### src/rtl/emif_dma_pkg.sv
// Shared types and constants for the EMIF DMA channel sequencer.
package emif_dma_pkg;

    typedef enum logic [2:0] {
        ST_IDLE,
        ST_CHECK,
        ST_REQ,
        ST_WAIT_DONE,
        ST_FINISH
    } dma_state_e;

    localparam int STS_BUSY        = 0;
    localparam int STS_DONE        = 1;
    localparam int STS_ERR_SIZE    = 2;
    localparam int STS_ERR_TIMEOUT = 3;
    localparam int STS_ABORT       = 4;

    localparam int START_BIT = 0;
    localparam int ABORT_BIT = 1;

    function automatic logic [31:0] min32(input logic [31:0] a, input logic [31:0] b);
        return (a < b) ? a : b;
    endfunction

endpackage

### src/rtl/emif_dma_watchdog.sv
// Cycle counter for the package-completion wait; TIMEOUT_CYC of 0 disables it.
module emif_dma_watchdog #(
    parameter int unsigned TIMEOUT_CYC = 1_000_000
) (
    input  logic clk,
    input  logic rst,
    input  logic clr,
    input  logic en,
    output logic expired
);
    localparam int unsigned CW = (TIMEOUT_CYC > 0) ? $clog2(TIMEOUT_CYC + 1) : 1;

    logic [CW-1:0] cnt;

    always_ff @(posedge clk or posedge rst) begin
        if (rst)
            cnt <= '0;
        else if (clr)
            cnt <= '0;
        else if (en && !expired)
            cnt <= cnt + CW'(1);
    end

    // Fires during the TIMEOUT_CYC-th enabled cycle, so the owner leaves on that edge.
    assign expired = (TIMEOUT_CYC != 0) && en && (cnt == CW'(TIMEOUT_CYC - 1));

endmodule

### src/rtl/emif_dma_ctrl.sv
// Single-channel DMA sequencer: splits a transfer into packages and hands them downstream.
module emif_dma_ctrl
    import emif_dma_pkg::*;
#(
    parameter int unsigned TIMEOUT_CYC = 1_000_000
) (
    input  logic        sys_clk,
    input  logic        sys_rst,
    input  logic [15:0] cfg_start,
    input  logic [15:0] cfg_trans_size_low,
    input  logic [15:0] cfg_trans_size_high,
    input  logic [15:0] cfg_all_trans_size_low,
    input  logic [15:0] cfg_all_trans_size_high,
    input  logic [15:0] cfg_addr_low,
    input  logic [15:0] cfg_addr_high,
    output logic        pkt_req,
    output logic [31:0] pkt_addr,
    output logic [31:0] pkt_len,
    input  logic        pkt_ack,
    input  logic        pkt_done,
    output logic [15:0] sts_state,
    output logic [15:0] sts_pkg_num_low,
    output logic [15:0] sts_pkg_num_high,
    output logic [15:0] sts_remain_low,
    output logic [15:0] sts_remain_high,
    output logic        irq_done
);
    dma_state_e  state;
    logic        start_q;
    logic [31:0] trans;
    logic [31:0] remain;
    logic [31:0] pkg_num;
    logic [4:0]  status;
    logic        wd_expired;

    logic [31:0] cfg_trans, cfg_all, cfg_addr, next_remain;
    logic        start_edge, abort;
    logic        unused_cfg;

    assign cfg_trans   = {cfg_trans_size_high, cfg_trans_size_low};
    assign cfg_all     = {cfg_all_trans_size_high, cfg_all_trans_size_low};
    assign cfg_addr    = {cfg_addr_high, cfg_addr_low};
    assign start_edge  = cfg_start[START_BIT] & ~start_q;
    assign abort       = cfg_start[ABORT_BIT];
    assign next_remain = remain - pkt_len;
    assign unused_cfg  = ^cfg_start[15:2];

    emif_dma_watchdog #(.TIMEOUT_CYC(TIMEOUT_CYC)) u_wd (
        .clk     (sys_clk),
        .rst     (sys_rst),
        .clr     (state != ST_WAIT_DONE),
        .en      (state == ST_WAIT_DONE),
        .expired (wd_expired)
    );

    // pkt_addr doubles as the running transfer address.
    always_ff @(posedge sys_clk or posedge sys_rst) begin
        if (sys_rst) begin
            state    <= ST_IDLE;
            start_q  <= 1'b0;
            trans    <= '0;
            remain   <= '0;
            pkg_num  <= '0;
            status   <= '0;
            pkt_req  <= 1'b0;
            pkt_addr <= '0;
            pkt_len  <= '0;
            irq_done <= 1'b0;
        end else begin
            start_q  <= cfg_start[START_BIT];
            irq_done <= 1'b0;
            case (state)
                ST_IDLE: begin
                    if (start_edge) begin
                        status[4:1] <= '0;
                        pkg_num     <= '0;
                        state       <= ST_CHECK;
                    end
                end
                ST_CHECK: begin
                    if (abort) begin
                        status[STS_ABORT] <= 1'b1;
                        status[STS_BUSY]  <= 1'b0;
                        state             <= ST_IDLE;
                    end else if (cfg_trans == '0 || cfg_all == '0) begin
                        status[STS_ERR_SIZE] <= 1'b1;
                        state                <= ST_IDLE;
                    end else begin
                        trans            <= cfg_trans;
                        remain           <= cfg_all;
                        pkt_addr         <= cfg_addr;
                        pkt_len          <= min32(cfg_all, cfg_trans);
                        pkt_req          <= 1'b1;
                        status[STS_BUSY] <= 1'b1;
                        state            <= ST_REQ;
                    end
                end
                ST_REQ: begin
                    if (abort) begin
                        pkt_req           <= 1'b0;
                        status[STS_ABORT] <= 1'b1;
                        status[STS_BUSY]  <= 1'b0;
                        state             <= ST_IDLE;
                    end else if (pkt_ack) begin
                        pkt_req <= 1'b0;
                        state   <= ST_WAIT_DONE;
                    end
                end
                ST_WAIT_DONE: begin
                    if (pkt_done) begin
                        pkt_addr <= pkt_addr + pkt_len;
                        remain   <= next_remain;
                        pkg_num  <= pkg_num + 32'd1;
                        pkt_len  <= min32(next_remain, trans);
                    end
                    // Abort still lets a coincident completion be counted.
                    if (abort) begin
                        status[STS_ABORT] <= 1'b1;
                        status[STS_BUSY]  <= 1'b0;
                        state             <= ST_IDLE;
                    end else if (pkt_done) begin
                        if (next_remain == '0) begin
                            state <= ST_FINISH;
                        end else begin
                            pkt_req <= 1'b1;
                            state   <= ST_REQ;
                        end
                    end else if (wd_expired) begin
                        status[STS_ERR_TIMEOUT] <= 1'b1;
                        status[STS_BUSY]        <= 1'b0;
                        state                   <= ST_IDLE;
                    end
                end
                ST_FINISH: begin
                    status[STS_BUSY] <= 1'b0;
                    status[STS_DONE] <= 1'b1;
                    irq_done         <= 1'b1;
                    state            <= ST_IDLE;
                end
                default: state <= ST_IDLE;
            endcase
        end
    end

    assign sts_state        = {11'd0, status};
    assign sts_pkg_num_low  = pkg_num[15:0];
    assign sts_pkg_num_high = pkg_num[31:16];
    assign sts_remain_low   = remain[15:0];
    assign sts_remain_high  = remain[31:16];

endmodule
### config.mk
export PLATFORM = sky130hd
export DESIGN_NAME = emif_dma_ctrl
export DESIGN_NICKNAME = d
export VERILOG_FILES = /design/src/rtl/emif_dma_pkg.sv /design/src/rtl/emif_dma_watchdog.sv /design/src/rtl/emif_dma_ctrl.sv
export SDC_FILE = /design/constraint.sdc
export NUM_CORES = 1
export LEC_CHECK = 0
export ABC_AREA = 0
export CORE_UTILIZATION = 30
export DETAILED_ROUTE_END_ITERATION = 8
export GPL_ROUTABILITY_DRIVEN = 0
export PLACE_DENSITY = 0.54
export SETUP_SLACK_MARGIN = 0.05
export SYNTH_ARGS = -nofsm -noshare
export SYNTH_HDL_FRONTEND = slang
export SYNTH_HIERARCHICAL = 1
export SYNTH_SLANG_ARGS = --single-unit
### constraint.sdc
create_clock -name sys_clk -period 9.1 [get_ports sys_clk]
set_input_delay 0.91 -clock sys_clk [delete_from_list [all_inputs] [get_ports sys_clk]]
set_output_delay 0.91 -clock sys_clk [all_outputs]
set_load 0.02 [all_outputs]
==> results of run 1 <==
==> critical path, cell delays in order (launching register included) <==
cell and delay [ps]:
dfrtp_1 460, inv_1 140, ha_1 300, nand2b_1 90, a211oi_2 620, o211ai_1 230
o21ai_0 620, a21oi_1 160, xor2_1 550, inv_1 100, ha_1 320, a21oi_1 140
nor2b_1 50, o21ai_0 240, a21oi_1 150, a2111o_1 430, o211a_1 410, nor3_4 1000
a211oi_1 220, a221oi_1 300
==> cells by family (layout without fill, tap and decap cells) <==
group                    count (synthesis)  after routing  synth area share
buffers and inverters                  230            417            0.0627
other                                    1             11          0.000253
AND/OR/NAND/NOR                        603            603             0.201
adder cells (fa/ha/maj)                128            128             0.109
flip-flops                             191            191             0.322
AO/OA/AOI/OAI                          535            535             0.236
multiplexers                            43             43            0.0295
XOR/XNOR                                67             67            0.0395
==> per-stage QoR <==
stage | hold slack (ps) | utilization
finish | 488 | 0.376
global route | 517 | 0.376
CTS | 486 | 0.376
detailed placement | 466 | 0.365
global placement | 463 | 0.365
floorplan | 440 | -
==> layout make-up <==
type                    count  area [um^2]
fillers                  5033        30500
multi-input cells        1387         9210
flip-flops and latches    191         4780
repair buffers            253         2490
well taps                 664          831
inverters                 132          500
clock buffers              17          425
clock inverters            15          144
==> layout by cell type, fill, tap and decap left out, types with 14 or more instances in the layout <==
cell,Yosys,routed
mux2i_1,37,37
clkdlybuf4s50_1,0,236
and2_1,18,18
a31oi_1,62,62
ha_1,126,126
a211oi_1,45,45
nor2b_1,14,14
o21ai_0,112,112
o31ai_1,17,17
clkbuf_16,0,17
o211ai_1,16,16
dfrtp_1,191,191
nand4_1,34,34
and4_1,14,14
nor3_1,25,23
nor4_1,30,30
inv_1,132,131
buf_4,12,17
and3_1,28,28
a21o_1,43,43
xnor2_1,19,19
a221oi_1,30,30
xor2_1,48,48
a21oi_1,120,120
nand2_1,191,190
nand3_1,32,32
nand2b_1,18,17
nor2_1,145,144
==> state kept, by name, indices dropped and copies added (netlist names) <==
register and count:
irq_done 1, pkg_num 32, pkt_addr 32, pkt_len 32, pkt_req 1, remain 32
start_q 1, state 3, status 5, trans 32, u_wd/cnt 20
==> worst max-delay path by stage <==
stage                    start          end
floorplan              sys_rst     irq_done
global placement    pkt_len[1]   pkt_len[0]
detailed placement  pkt_len[1]   pkt_len[7]
CTS                 pkt_len[1]   pkt_len[7]
global route        pkt_len[1]   pkt_len[7]
finish              pkt_len[1]  pkt_len[10]
==> layer usage <==
metal	track usage	wire length (um)
met4	0.0726	1410
met5	0	0
met1	0.314	26100
met2	0.340	24600
met3	0.0495	4260
==> where the power goes <==
| group | total (mW) | switching [mW] | internal (mW) | leakage, nW |
|---|---|---|---|---|
| sequential | 1.45 | 0.323 | 1.13 | 2.35 |
| combinational | 6.03 | 3.78 | 2.25 | 5.43 |
| clock | 0.784 | 0.418 | 0.365 | 0.285 |
==> metrics.txt, run 1 <==
Placed Cells=~2.6k; status=finished clean; Area Growth Syn to Fin=23.8%; Yosys top cell area share=0.322; final worst path period need=6670 ps; GRT Util Overall=0.224; Final Hold Vio Count=0; Worst Path Class, Setup=register to register; full die area=between 50,000 and 60,000 um^2; Design Power=between 8 and 9 mW; Die H=between 200 and 250 um; die width=between 200 and 250 um; Startpoint Class=register; top cells by count, synth=dfrtp_1 (191), nand2_1 (191), nor2_1 (145), inv_1 (132), ha_1 (126); main flop type after synthesis=dfrtp_1; share of layout cells above drive strength 1=0.0431; pin count of the biggest net entering global routing=between 100 and 150; flop2flop setup slack=between 2000 and 2500 ps; H-tree levels=4; Clock Pin Slew Worst Setup and Hold Paths=90 ps; sequential area share after synthesis=0.322; slew margin rel.=0.263; Clk Latency, worst-skew pair=approximately 500 ps; Iter 0 DRT Violations=between 1k and 1.5k; post-synth cell types=84; PnR worst setup slack=between 2000 and 2500 ps; DRT Wirelength=56,300 um; Peak supply drop=around 0.32 mV; first-pass GRT wire length=~85,000 um; row cnt=just over 80; worst-path fanout max=17; post-CTS setup buffers=0; period utilization=0.733; gr ovfl total=0; clk_skew=14.5 ps; WHS Endpoint=u_wd/cnt[4]; setup TNS=0 ps; I/O pin count=around 260; final setup violation count=0; CP required=9470 ps; Max Fclk=150 MHz; Routed WL per cell=about 21 um; area of the core=between 40,000 and 50,000 um^2; reg2reg end=pkt_len[10]; Final Max Tran Viols=0; drt first pass iters=6; Post-DP HPWL=about 42,000 um; clock sink total=around 190; DRC viols=0; n_diodes=0; hold_buf cts=0; Area after DPL=17,800 um^2; number of flops mapped to enable cells by yosys=0; Nets=about 2.2k; CTS max path bufs=2; port bufs=roughly 240; Synth area leader=dfrtp_1; type of the worst min-delay path=register to register; Max Cap Viol=0; synth top area cells=dfrtp_1 (32%), ha_1 (11%), nand2_1 (4.8%), a21oi_1 (4.0%), o21ai_0 (3.8%); yosys warns=6; Finished Layout Cells=roughly 2.7k; worst slew pin tran=1100 ps; worst hold path depth=1; antenna-violating nets left=0; vias per cell=~5.5; ys async rst share=1.00; Resized Gates After CTS=0; vias in the first global route=about 14k; Synth Instances=~1.8k; worst reg2reg path depth=19; TritonCTS clock tree=built; Yosys reg bits=approximately 190; crit end category=register; reg2reg start=pkt_len[1]; syn_area_per_cell=roughly 8.3 um^2; critical path arrival=around 7000 ps; initial core utilization=0.304; initial antenna violation count=1; worst hold start=u_wd/cnt[4]; CTS Buf Count=17; cell area power density=between 400 and 500 nW/um^2; detailed-route via count=14.7k; fin area=about 18,000 um^2; pre-CTS setup slack=2710 ps; Netlist Area Pre-Place=between 10,000 and 15,000 um^2; Root Driver=clkbuf_16; P_leak=roughly 8.1 nW; unrepaired setup endpoints after global routing=false
Note: power is estimated with default switching activity, not from simulation.
==> run 2, diff against run 1 <==
==> constraint.sdc (replaced) <==
create_clock -name sys_clk -period 6.59 [get_ports sys_clk]
set_input_delay 0.659 -clock sys_clk [delete_from_list [all_inputs] [get_ports sys_clk]]
set_output_delay 0.659 -clock sys_clk [all_outputs]
set_load 0.02 [all_outputs]
==> metrics.txt, run 2 (same netlist as run 1, synthesis figures left out) <==
Iter 0 DRT Violations=1,426 (unchanged); Final Max Tran Viols=0 (unchanged); worst-path fanout max=17 (unchanged); CTS Buf Count=17 (unchanged); DRT Wirelength=56,600 um (was 56,300 um); detailed-route via count=14.8k (was 14.7k); Die H=224 um (unchanged); Max Fclk=172 MHz (was 150 MHz); first-pass GRT wire length=85,100 um (was 85,000 um); Finished Layout Cells=2,668 (was 2,659); GRT Util Overall=0.224 (about the same); Post-DP HPWL=42,400 um (was 42,200 um); Final Hold Vio Count=0 (unchanged); unrepaired setup endpoints after global routing=false (unchanged); worst slew pin tran=1030 ps (was 1100 ps); Resized Gates After CTS=0 (unchanged); port bufs=236 (unchanged); Peak supply drop=0.441 mV (was 0.320 mV); Area Growth Syn to Fin=24.3% (was 23.8%); Area after DPL=17,900 um^2 (was 17,800 um^2); slew margin rel.=0.310 (was 0.263); clk_skew=14.9 ps (was 14.5 ps); FF/Latch Area=4780 um^2 (unchanged); Startpoint Class=register (unchanged); crit end category=register (unchanged); Worst Hold Slack=486 ps (was 488 ps); row cnt=81 (unchanged); CTS max path bufs=2 (unchanged); P_leak=8.09 nW (was 8.06 nW); Nets=2,233 (was 2,226); vias per cell=5.54 (was 5.53); # fillers=5,099 (was 5,033); period utilization=0.882 (was 0.733); critical path arrival=6210 ps (was 7040 ps); pin count of the biggest net entering global routing=93 (was 102); drt first pass iters=6 (unchanged); Routed WL per cell=21.2 um (about the same); fin area=18,400 um^2 (about the same); worst reg2reg path depth=21 (was 19); full die area=50,400 um^2 (unchanged); H-tree levels=4 (unchanged); initial core utilization=0.304 (unchanged); DRC viols=0 (unchanged); die width=224 um (unchanged); CP required=6990 ps (was 9470 ps); final worst path period need=5810 ps (was 6670 ps); vias in the first global route=13.9k (about the same); TritonCTS clock tree=built (unchanged); footprint of the multi-input gates=9210 um^2 (unchanged); Clk Latency, worst-skew pair=510 ps (was 500 ps); type of the worst min-delay path=register to register (unchanged); gr ovfl total=0 (unchanged); share of layout cells above drive strength 1=0.0465 (was 0.0431); I/O pin count=262 (unchanged); Worst Path Class, Setup=register to register (unchanged); Placed Cells=2,634 (was 2,627); commonest non-fill, non-tap cell in the layout=clkdlybuf4s50_1 (unchanged); post-CTS setup buffers=0 (unchanged); Crit. Startpoint=pkt_len[1] (unchanged); post-layout util=0.378 (was 0.376); hold_buf cts=0 (unchanged); worst hold start=status[1] (was u_wd/cnt[4]); initial antenna violation count=5 (was 1); setup TNS=0 ps (unchanged); reg2reg start=pkt_len[1] (unchanged); Root Driver=clkbuf_16 (unchanged); area of the core=48,800 um^2 (unchanged); Max Cap Viol=0 (unchanged); final setup violation count=0 (unchanged); worst hold path depth=2 (was 1); clock sink total=191 (unchanged); status=finished clean (unchanged); most frequent cells in the layout=clkdlybuf4s50_1 (236), dfrtp_1 (191), nand2_1 (190) (unchanged); antenna-violating nets left=0 (unchanged); Clock Pin Slew Worst Setup and Hold Paths=90 ps (about the same); cell area power density=625 nW/um^2 (was 450 nW/um^2)
[run 2: changes by cell type in the layout (fill, tap and decap cells not counted), sizes merged]
| cell | change |
|---|---|
| buf | +7 |
| inv | -3 |
| clkinvlp | +2 |
| diode | +2 |
| clkbuf | +1 |
[run 2: path summary, 6_finish.rpt]
check / endpoint / slack [ps]
max in group asynchronous: pkt_addr[14] / 4630
hold / removal: status[1] / 490
setup reg to reg: pkt_len[12] / 780
setup / recovery: pkt_len[12] / 780
hold reg to reg: status[1] / 490
min in group asynchronous: status[4] / 710
[run 2: critical path, cell delays in order (launching register included)]
cell and delay (ps):
dfrtp_1 450, inv_1 140, ha_1 310, nand2b_1 80, a211oi_2 640, o211ai_1 240
o21ai_0 650, a21oi_1 170, xor2_1 160, buf_4 170, inv_1 50, ha_1 290
a21oi_1 130, nor2b_1 50, o21ai_0 240, a21oi_1 130, a2111o_1 420, o211a_1 390
nor3_4 250, buf_4 330, a211oi_1 120, a221oi_1 260
[run 2: cell type report]
type,instances,area share
clock inverter,14,0.00787
tap,664,0.0450
clock buffer,18,0.0238
antenna,2,0.000271
sequential,191,0.259
timing repair buffer,260,0.138
multi-input combinational,1387,0.499
inverter,132,0.0271
[run 2: through the flow]
step	setup WS (ps)	power, mW
2_1_floorplan	1300	7.29
3_3_place_gp	999	10.2
3_5_place_dp	967	10.2
4_1_cts	934	11.4
5_1_grt	544	12.3
6_report	778	11.5
[run 2: per-layer routing]
layer,up-vias,global-route usage,share of wire
met3,79,0.0392,0.064
met5,-,0,0.00019
met1,7199,0.321,0.47
met4,2,0.0685,0.022
met2,555,0.341,0.44
li1,6948,-,-
[run 2: where the power goes]
| group | leakage (nW) | switching (mW) | internal, mW |
|---|---|---|---|
| Combinational | 5.46 | 5.24 | 3.18 |
| Sequential | 2.35 | 0.447 | 1.56 |
| Clock | 0.281 | 0.578 | 0.514 |
| Total | 8.09 | 6.27 | 5.26 |
==> run 3, diff against run 2 <==
--- a/config.mk
+++ b/config.mk
@@ -6,6 +6,7 @@
 export NUM_CORES = 1
 export LEC_CHECK = 0
 export ABC_AREA = 0
+export CAP_MARGIN = 20
 export CORE_UTILIZATION = 30
 export DETAILED_ROUTE_END_ITERATION = 8
 export GPL_ROUTABILITY_DRIVEN = 0
==> constraint.sdc (replaced) <==
create_clock -name sys_clk -period 7.08 [get_ports sys_clk]
set_input_delay 0.708 -clock sys_clk [delete_from_list [all_inputs] [get_ports sys_clk]]
set_output_delay 0.708 -clock sys_clk [all_outputs]
set_load 0.02 [all_outputs]
==> metrics.txt, run 3 (same netlist as run 1, synthesis figures left out) <==
status=finished clean (unchanged); Worst Path Class, Setup=register to register (unchanged); GRT Util Overall=0.222 (was 0.224); gr ovfl total=0 (unchanged); crit end category=register (unchanged); full die area=50,400 um^2 (unchanged); DRT Wirelength=56,000 um (was 56,600 um); Resized Gates After CTS=0 (unchanged); worst-path fanout max=15 (was 17); # fillers=5,032 (was 5,099); share of layout cells above drive strength 1=0.0460 (was 0.0465); row cnt=81 (unchanged); Clk Latency, worst-skew pair=510 ps (about the same); Final Hold Vio Count=0 (unchanged); I/O pin count=262 (unchanged); initial core utilization=0.304 (unchanged); Routed WL per cell=21.0 um (was 21.2 um); Area Growth Syn to Fin=24.7% (was 24.3%); period utilization=0.840 (was 0.882); worst hold start=u_wd/cnt[4] (was status[1]); reg2reg start=pkt_len[1] (unchanged); Sw Ratio=0.539 (was 0.544); Nets=2,232 (was 2,233); first-pass GRT wire length=84,400 um (was 85,100 um); Crit. Startpoint=pkt_len[1] (unchanged); Clk network pwr share=0.101 (was 0.095); post-layout util=0.379 (was 0.378); Pint=4.97 mW (was 5.26 mW); setup TNS=0 ps (unchanged); vias per cell=5.53 (was 5.54); Root Driver=clkbuf_16 (unchanged); Net Switching=5.80 mW (was 6.27 mW); unrepaired setup endpoints after global routing=false (unchanged); Peak supply drop=0.360 mV (was 0.441 mV); drt first pass iters=6 (unchanged); DRC viols=0 (unchanged); hold_buf cts=0 (unchanged); Iter 0 DRT Violations=1,142 (was 1,426); critical path arrival=6330 ps (was 6210 ps); Final Max Tran Viols=0 (unchanged); pre-CTS setup slack=1340 ps (was 967 ps); clock sink total=191 (unchanged); die width=224 um (unchanged); combinational power share=0.725 (was 0.731); H-tree levels=4 (unchanged); area of the core=48,800 um^2 (unchanged); Max Cap Viol=0 (unchanged); P_leak=8.12 nW (was 8.09 nW); type of the worst min-delay path=register to register (unchanged); Startpoint Class=register (unchanged); TritonCTS clock tree=built (unchanged); initial antenna violation count=2 (was 5); final worst path period need=5950 ps (was 5810 ps); Seq pwr share=0.174 (about the same); worst slew pin tran=1030 ps (about the same); PnR worst setup slack=1130 ps (was 778 ps); antenna-violating nets left=0 (unchanged); Max Fclk=168 MHz (was 172 MHz); port bufs=236 (unchanged); Post-DP HPWL=42,200 um (was 42,400 um); CTS Buf Count=17 (unchanged); detailed-route via count=14.7k (was 14.8k); post-CTS setup buffers=0 (unchanged); CTS max path bufs=2 (unchanged); clk_skew=18.4 ps (was 14.9 ps); commonest non-fill, non-tap cell in the layout=clkdlybuf4s50_1 (unchanged); final setup violation count=0 (unchanged); most frequent cells in the layout=clkdlybuf4s50_1 (236), dfrtp_1 (191), nand2_1 (190) (unchanged); slew margin rel.=0.308 (was 0.310); vias in the first global route=13.8k (was 13.9k); pin count of the biggest net entering global routing=90 (was 93); Clock Pin Slew Worst Setup and Hold Paths=80 ps (was 90 ps); cell area power density=582 nW/um^2 (was 625 nW/um^2); Die H=224 um (unchanged); CP required=7470 ps (was 6990 ps)
-- run 3: cell types whose count changed in the layout (fill, tap and decap cells not counted), sizes merged --
cell and change:
bufinv +2, buf -1, clkbuf -1, clkinvlp -1, diode -1
-- run 3: worst paths after layout --
kind | depth (start not counted) | slack (ps) | end
setup reg to reg | 21 | 1130 | pkt_len[22]
max in group asynchronous | 3 | 5140 | remain[6]
min in group asynchronous | 2 | 670 | status[4]
hold / removal | 1 | 490 | u_wd/cnt[4]
setup / recovery | 21 | 1130 | pkt_len[22]
hold reg to reg | 1 | 490 | u_wd/cnt[4]
-- run 3: final cells by class --
type | instances | area [um^2] | area share
diodes | 1 | 2.50 | 0.000135
clock buffers | 17 | 425 | 0.0230
clock inverters | 15 | 215 | 0.0116
inverters | 132 | 500 | 0.0270
multi-input cells | 1387 | 9210 | 0.497
flip-flops and latches | 191 | 4780 | 0.258
well taps | 664 | 831 | 0.0449
repair buffers | 259 | 2550 | 0.138
-- run 3: layer usage --
metal  global-route usage  wire length [um]  vias to the layer above
met3               0.0417              3880                       56
met2                0.337             24800                      543
met5                    0                11                        -
li1                     -                 -                     6972
met4               0.0700              1160                        2
met1                0.315             26200                     7157
-- run 3: through the flow --
step	power, mW	instance area [um^2]	instances	hold slack (ps)
6_report	10.8	18500	2666	489
5_1_grt	11.5	18500	2666	510
4_1_cts	10.7	18500	2665	497
3_5_place_dp	9.51	17900	2633	481
3_3_place_gp	9.42	17900	2633	462
2_1_floorplan	6.78	14900	1808	440
-- run 3: critical path, stage by stage (launching register included) --
cell and delay (ps):
dfrtp_1 470, inv_1 130, ha_1 300, nand2b_1 80, a211oi_2 630, o211ai_1 230, o21ai_0 570, a21oi_1 160
xor2_1 170, buf_4 170, inv_1 50, ha_1 290, a21oi_1 150, nor2b_1 60, o21ai_0 230, a21oi_1 140
a2111o_1 420, o211a_1 410, nor3_4 510, buf_4 310, a211oi_1 100, a221oi_1 240
-- run 3: power groups by stage --
stage	clock network, mW	logic [mW]	registers (mW)
after floorplan	0	4.73	2.05
after global placement	0	7.54	1.88
after detailed placement	0	7.62	1.89
after CTS	1.13	7.67	1.87
after global routing	1.16	8.44	1.92
final	1.09	7.81	1.87
